### src/rtl/snake_step_ctrl.sv
// Snake game step controller: tick divider, IDLE/RUN/DEAD sequencing, segment shift array,
// wall and self-collision detection, and a combinational cell-occupancy query port.
module snake_step_ctrl #(
    parameter int TICK_DIV = 4,
    parameter int MAX_LEN  = 8
) (
    input  logic       clk,
    input  logic       rst,
    input  logic       start,
    input  logic       turn_l,
    input  logic       turn_r,
    input  logic [2:0] food_x,
    input  logic [2:0] food_y,
    input  logic       food_vld,
    input  logic [2:0] q_x,
    input  logic [2:0] q_y,
    output logic       q_hit,
    output logic [2:0] head_x,
    output logic [2:0] head_y,
    output logic [1:0] dir,
    output logic [3:0] length,
    output logic       step,
    output logic       eaten,
    output logic       dead
);

    // state  | meaning
    // S_IDLE | after reset, waiting for start
    // S_RUN  | counting ticks, stepping the snake
    // S_DEAD | wall or self hit, positions frozen until start
    typedef enum logic [1:0] {S_IDLE, S_RUN, S_DEAD} state_t;

    localparam int             CW       = $clog2(TICK_DIV);
    localparam logic [CW-1:0]  CNT_LAST = CW'(TICK_DIV - 1);
    localparam logic [3:0]     LEN_MAX  = 4'(MAX_LEN);

    state_t        state_q, state_d;
    logic [2:0]    seg_x_q [MAX_LEN];
    logic [2:0]    seg_x_d [MAX_LEN];
    logic [2:0]    seg_y_q [MAX_LEN];
    logic [2:0]    seg_y_d [MAX_LEN];
    logic [1:0]    dir_q, dir_d;
    logic [3:0]    len_q, len_d;
    logic [CW-1:0] cnt_q, cnt_d;
    logic          pend_vld_q, pend_vld_d;
    logic          pend_r_q, pend_r_d;
    logic          step_q, step_d;
    logic          eaten_q, eaten_d;

    logic          eff_vld, eff_r;
    logic [1:0]    nd;
    logic [2:0]    nh_x, nh_y;
    logic          wall, grow, self_hit;

    // A request arriving on the tick cycle itself still takes effect at that step.
    always_comb begin
        eff_vld = pend_vld_q;
        eff_r   = pend_r_q;
        if (!pend_vld_q && (turn_l ^ turn_r)) begin
            eff_vld = 1'b1;
            eff_r   = turn_r;
        end
        nd = dir_q;
        if (eff_vld) nd = eff_r ? dir_q + 2'd1 : dir_q - 2'd1;

        nh_x = seg_x_q[0];
        nh_y = seg_y_q[0];
        wall = 1'b0;
        case (nd)
            2'b00: begin wall = (seg_y_q[0] == 3'd0); nh_y = seg_y_q[0] - 3'd1; end
            2'b01: begin wall = (seg_x_q[0] == 3'd7); nh_x = seg_x_q[0] + 3'd1; end
            2'b10: begin wall = (seg_y_q[0] == 3'd7); nh_y = seg_y_q[0] + 3'd1; end
            default: begin wall = (seg_x_q[0] == 3'd0); nh_x = seg_x_q[0] - 3'd1; end
        endcase

        grow = food_vld && (nh_x == food_x) && (nh_y == food_y);

        // The tail vacates its cell on a plain step, so it only counts when growing.
        self_hit = 1'b0;
        for (int i = 0; i < MAX_LEN; i++) begin
            if ((seg_x_q[i] == nh_x) && (seg_y_q[i] == nh_y) &&
                ((i < int'(len_q) - 1) || (grow && (i == int'(len_q) - 1))))
                self_hit = 1'b1;
        end
    end

    always_comb begin
        state_d    = state_q;
        seg_x_d    = seg_x_q;
        seg_y_d    = seg_y_q;
        dir_d      = dir_q;
        len_d      = len_q;
        cnt_d      = cnt_q;
        pend_vld_d = pend_vld_q;
        pend_r_d   = pend_r_q;
        step_d     = 1'b0;
        eaten_d    = 1'b0;

        case (state_q)
            S_IDLE, S_DEAD: begin
                if (start) begin
                    state_d    = S_RUN;
                    dir_d      = 2'b01;
                    len_d      = 4'd1;
                    cnt_d      = '0;
                    pend_vld_d = 1'b0;
                    pend_r_d   = 1'b0;
                    for (int i = 0; i < MAX_LEN; i++) begin
                        seg_x_d[i] = 3'd0;
                        seg_y_d[i] = 3'd0;
                    end
                end
            end
            S_RUN: begin
                if (cnt_q == CNT_LAST) begin
                    cnt_d      = '0;
                    pend_vld_d = 1'b0;
                    if (wall || self_hit) begin
                        state_d = S_DEAD;
                    end else begin
                        step_d  = 1'b1;
                        eaten_d = grow;
                        dir_d   = nd;
                        for (int i = 1; i < MAX_LEN; i++) begin
                            seg_x_d[i] = seg_x_q[i-1];
                            seg_y_d[i] = seg_y_q[i-1];
                        end
                        seg_x_d[0] = nh_x;
                        seg_y_d[0] = nh_y;
                        if (grow && (len_q < LEN_MAX)) len_d = len_q + 4'd1;
                    end
                end else begin
                    cnt_d = cnt_q + CW'(1);
                    if (!pend_vld_q && (turn_l ^ turn_r)) begin
                        pend_vld_d = 1'b1;
                        pend_r_d   = turn_r;
                    end
                end
            end
            default: state_d = S_IDLE;
        endcase
    end

    always_ff @(posedge clk or posedge rst) begin
        if (rst) begin
            state_q    <= S_IDLE;
            dir_q      <= 2'b01;
            len_q      <= 4'd1;
            cnt_q      <= '0;
            pend_vld_q <= 1'b0;
            pend_r_q   <= 1'b0;
            step_q     <= 1'b0;
            eaten_q    <= 1'b0;
            for (int i = 0; i < MAX_LEN; i++) begin
                seg_x_q[i] <= 3'd0;
                seg_y_q[i] <= 3'd0;
            end
        end else begin
            state_q    <= state_d;
            dir_q      <= dir_d;
            len_q      <= len_d;
            cnt_q      <= cnt_d;
            pend_vld_q <= pend_vld_d;
            pend_r_q   <= pend_r_d;
            step_q     <= step_d;
            eaten_q    <= eaten_d;
            seg_x_q    <= seg_x_d;
            seg_y_q    <= seg_y_d;
        end
    end

    always_comb begin
        q_hit = 1'b0;
        for (int i = 0; i < MAX_LEN; i++) begin
            if ((i < int'(len_q)) && (seg_x_q[i] == q_x) && (seg_y_q[i] == q_y))
                q_hit = 1'b1;
        end
    end

    assign head_x = seg_x_q[0];
    assign head_y = seg_y_q[0];
    assign dir    = dir_q;
    assign length = len_q;
    assign step   = step_q;
    assign eaten  = eaten_q;
    assign dead   = (state_q == S_DEAD);

endmodule

### config.mk
export PLATFORM = sky130hd
export DESIGN_NAME = snake_step_ctrl
export DESIGN_NICKNAME = d
export VERILOG_FILES = /design/src/rtl/snake_step_ctrl.sv
export SDC_FILE = /design/constraint.sdc
export NUM_CORES = 1
export LEC_CHECK = 0
export BUFFER_PORTS_ARGS = -buffer_cell sky130_fd_sc_hd__buf_4
export CAP_MARGIN = 20
export CORE_MARGIN = 5
export CORE_UTILIZATION = 62
export DETAILED_ROUTE_END_ITERATION = 7
export PLACE_DENSITY = 0.85
export SLEW_MARGIN = 20
export SYNTH_ARGS = -nofsm -noshare
export SYNTH_HDL_FRONTEND = slang
export SYNTH_SLANG_ARGS = --single-unit
### constraint.sdc
create_clock -name clk -period 5.8 [get_ports clk]
set_input_delay 0.29 -clock clk [delete_from_list [all_inputs] [get_ports clk]]
set_output_delay 0.29 -clock clk [all_outputs]
set_load 0.01 [all_outputs]
==> results.cfg <==
[layout]
antenna_cells = 0
nFillCells = 641
final_cell_area_sq_mm = 0.00535
final_nets = 598
final_layout_size_suffix_gt1_share_pct = 13.8
area_growth_pct = 7.03
post-route-util_pct = 68.5

[route]
vias = 4405
wl_per_cell_microns = 20.6
drtAntennaViolNets = 0
drt-total-wl_mm = 13.9
first_pass_iters = 5
first_iter_violations = 485
via_per_inst = 6.54
drc = 0

[global_routing]
antenna_found_initial = 0
grt_pass1_wl_mm = 23.1
grt-ovfl-total = 0
grt_max_degree = 63
grt_pass1_vias = 4271
grt_util_all_layers_pct = 29.3

[clocking]
clk_latency_ns = 0.36
cts_tree = yes
clock_sinks = 62
htree_num_levels = 3
root_buffer = clkbuf_8
cts_resized = 0
clockBufferDepth = 2
cts_buffers = 9
clkTransAtPathRegs_ns = 0.08
ctsHoldBuffers = 0
cts_setup_buffers = 0

[floorplanning]
start_util_pct = 64.0
num_io_pins = 34
die_x_microns = 99.8
die_area_sq_mm = 0.00996
placementRows = 32
die_h_microns = 99.8
coreArea_sq_mm = 0.00781

[critical_path]
worst-path-buf-inv = 3
endpoint = length[1]
startpoint_type = flip-flop
required_ns = 6.05
rr_endpoint = length[1]
crit_cells = 17
critical-path-top-delay-family = compound AO/OA/AOI/OAI gates
cp_slowest_cell = fa_1
cpPeakStageDelay_ns = 0.54
r2r_setup_slack_ns = 0.79
end_kind = flip-flop
worstPathMaxFanout = 46
cpMostUsedCell = inv_1
path_cells = inv_1 > nand2_1 > o22ai_1 > o21ai_0 > xor2_1 > inv_1 > ha_1 > fa_1 > mux2i_4 > xor2_2 > nor2_2 > a311oi_1 > o32ai_1 > nor4_4 > buf_4 > a211oi_1 > a311o_1
reg2reg_depth = 17
critPathKind = flip-flop to flip-flop
worstPathArrival_ns = 5.26
startpoint = pend_vld_q
worstReg2RegStart = pend_vld_q

[placement]
detailed_place.area_sq_mm = 0.00515
hpwl_mm = 9.60
port_buffers = 33
gp_congestion = 0.996
pre_cts_ws_ns = 0.859

[timing]
post-route-period-util_pct = 86.4
setup_viol = 0
setup_ws_ns = 0.790
rsz0062_at_grt = false
setup_tns_ns = 0
fin_worst_skew_ns = 0.0105
max_freq_mhz = 200
min_period_ns = 5.01
hold_viol_final = 0
slew_headroom_pct = 47.0
slew_viol_final = 0
worst_slew_pin_slew_ns = 0.794

[status]
outcome = complete, no violations

[synthesis]
synth_seq_cells = 62
synth_area_leaders = dfrtp_1 (30%), xnor2_1 (10%), xor2_1 (7.0%)
synth_cell_type_count = 67
synth_edf_count = 0
synth_area_leader_cell = dfrtp_1
syn_area_per_cell_sq_um = 8.74
syn_inst = 572
syn_area_sq_mm = 0.00500
async_reset_ff_share_pct = 100
syn_nets = 603
yosys.area.top_type_share_pct = 30.0
synth_flop_cell = dfrtp_1
yosysSeqAreaShare_pct = 31.1
synth_warnings = 0

[worst_hold_path]
hp-start = start
holdCritPathClass = input pin to flip-flop

[power]
p_per_area_mw_per_mm2 = 626
power_leakage_nw = 2.30
ir_worst_vdd_mv = 0.353

[run]
max_cap_viol_count = 0
[cell usage in the layout, fill, tap and decap left out, types with 4 or more instances in the layout]
master,n
nor4_1,8
clkbuf_8,9
o211ai_1,7
a21oi_1,10
nor3_1,11
xnor3_1,5
nor2b_1,7
ha_1,11
nand4_1,51
o21ai_0,50
nor2_1,20
xnor2_1,58
inv_1,17
buf_4,38
mux2i_1,11
nand3_1,5
and2_1,4
nand2_1,67
dfrtp_1,60
xor2_1,40
[metal layers]
layer | wire length [microns] | vias up | GRT usage (%) | part of all wire [%]
met5 | 0 | - | 0 | 0
met4 | 441 | 0 | 10.7 | 3.2
met3 | 1270 | 44 | 6.12 | 9.2
met2 | 6620 | 237 | 46.1 | 48
met1 | 5550 | 2132 | 39.9 | 40
li1 | - | 1992 | - | -
[worst register-to-register path: stages (launching register included)]
cell and delay (ns):
dfrtp_1 0.48, inv_1 0.15, nand2_1 0.12, o22ai_1 0.08, o21ai_0 0.26, xor2_1 0.32
inv_1 0.12, ha_1 0.35, fa_1 0.54, mux2i_4 0.43, xor2_2 0.20, nor2_2 0.09
a311oi_1 0.32, o32ai_1 0.15, nor4_4 0.31, buf_4 0.47, a211oi_1 0.16, a311o_1 0.34
[cell families (layout without fill, tap and decap cells)]
group,Yosys count,in the layout,share of synthesized area (%)
buffers and inverters,73,73,7.01
adders and majority gates,13,13,3.55
AOI/OAI and AO/OA,108,108,14.1
muxes,14,14,3.33
DFF,62,62,31.1
and+or+nand+nor,195,195,20.2
xor gates and xnor gates,107,107,20.7
[flip-flops by register name (all words and copies together) (netlist names), 2 cells and up]
register	cells
seg_x_q	21
head_x	3
length	4
dir	2
seg_y_q	21
head_y	3
cnt_q	2
state_q	2
[cell type report]
type | instances | area (sq um) | share of cell area, %
multi-input cells | 437 | 3110 | 58.2
flip-flops and latches | 62 | 1550 | 29.0
repair buffers | 38 | 285 | 5.33
well taps | 102 | 128 | 2.38
clock buffers | 9 | 124 | 2.31
clock inverters | 7 | 75.1 | 1.40
inverters | 19 | 71.3 | 1.33
[power by group]
part	switching (mW)	internal (mW)
clock network	0.194	0.199
registers	0.195	0.521
logic	1.40	0.836
total	1.79	1.56
[worst min-delay path by stage]
stage                      end  cells past startpoint
global route        pend_vld_q                      2
global placement    pend_vld_q                      2
floorplan           pend_vld_q                      1
finish              pend_vld_q                      2
CTS                 pend_vld_q                      2
detailed placement  pend_vld_q                      2
[cells in the mapped netlist (5+ instances only)]
cell type / instances
a21oi_1: 10
buf_2: 7
buf_4: 14
clkbuf_1: 31
dfrtp_1: 60
ha_1: 11
inv_1: 18
mux2i_1: 11
nand2_1: 67
nand3_1: 5
nand4_1: 51
nor2_1: 20
nor2b_1: 8
nor3_1: 11
nor4_1: 8
o211ai_1: 7
o21ai_0: 50
xnor2_1: 58
xnor3_1: 5
xor2_1: 40
[per-stage QoR]
step           total power [mW]  instances  hold slack, ns
6_report                   3.35        674           0.143
5_1_grt                    3.60        674           0.146
4_1_cts                    3.32        674           0.133
3_5_place_dp               2.92        658           0.509
3_3_place_gp               2.86        658           0.507
2_1_floorplan              2.51        572           0.376
Power figures use the tool's default switching activity.
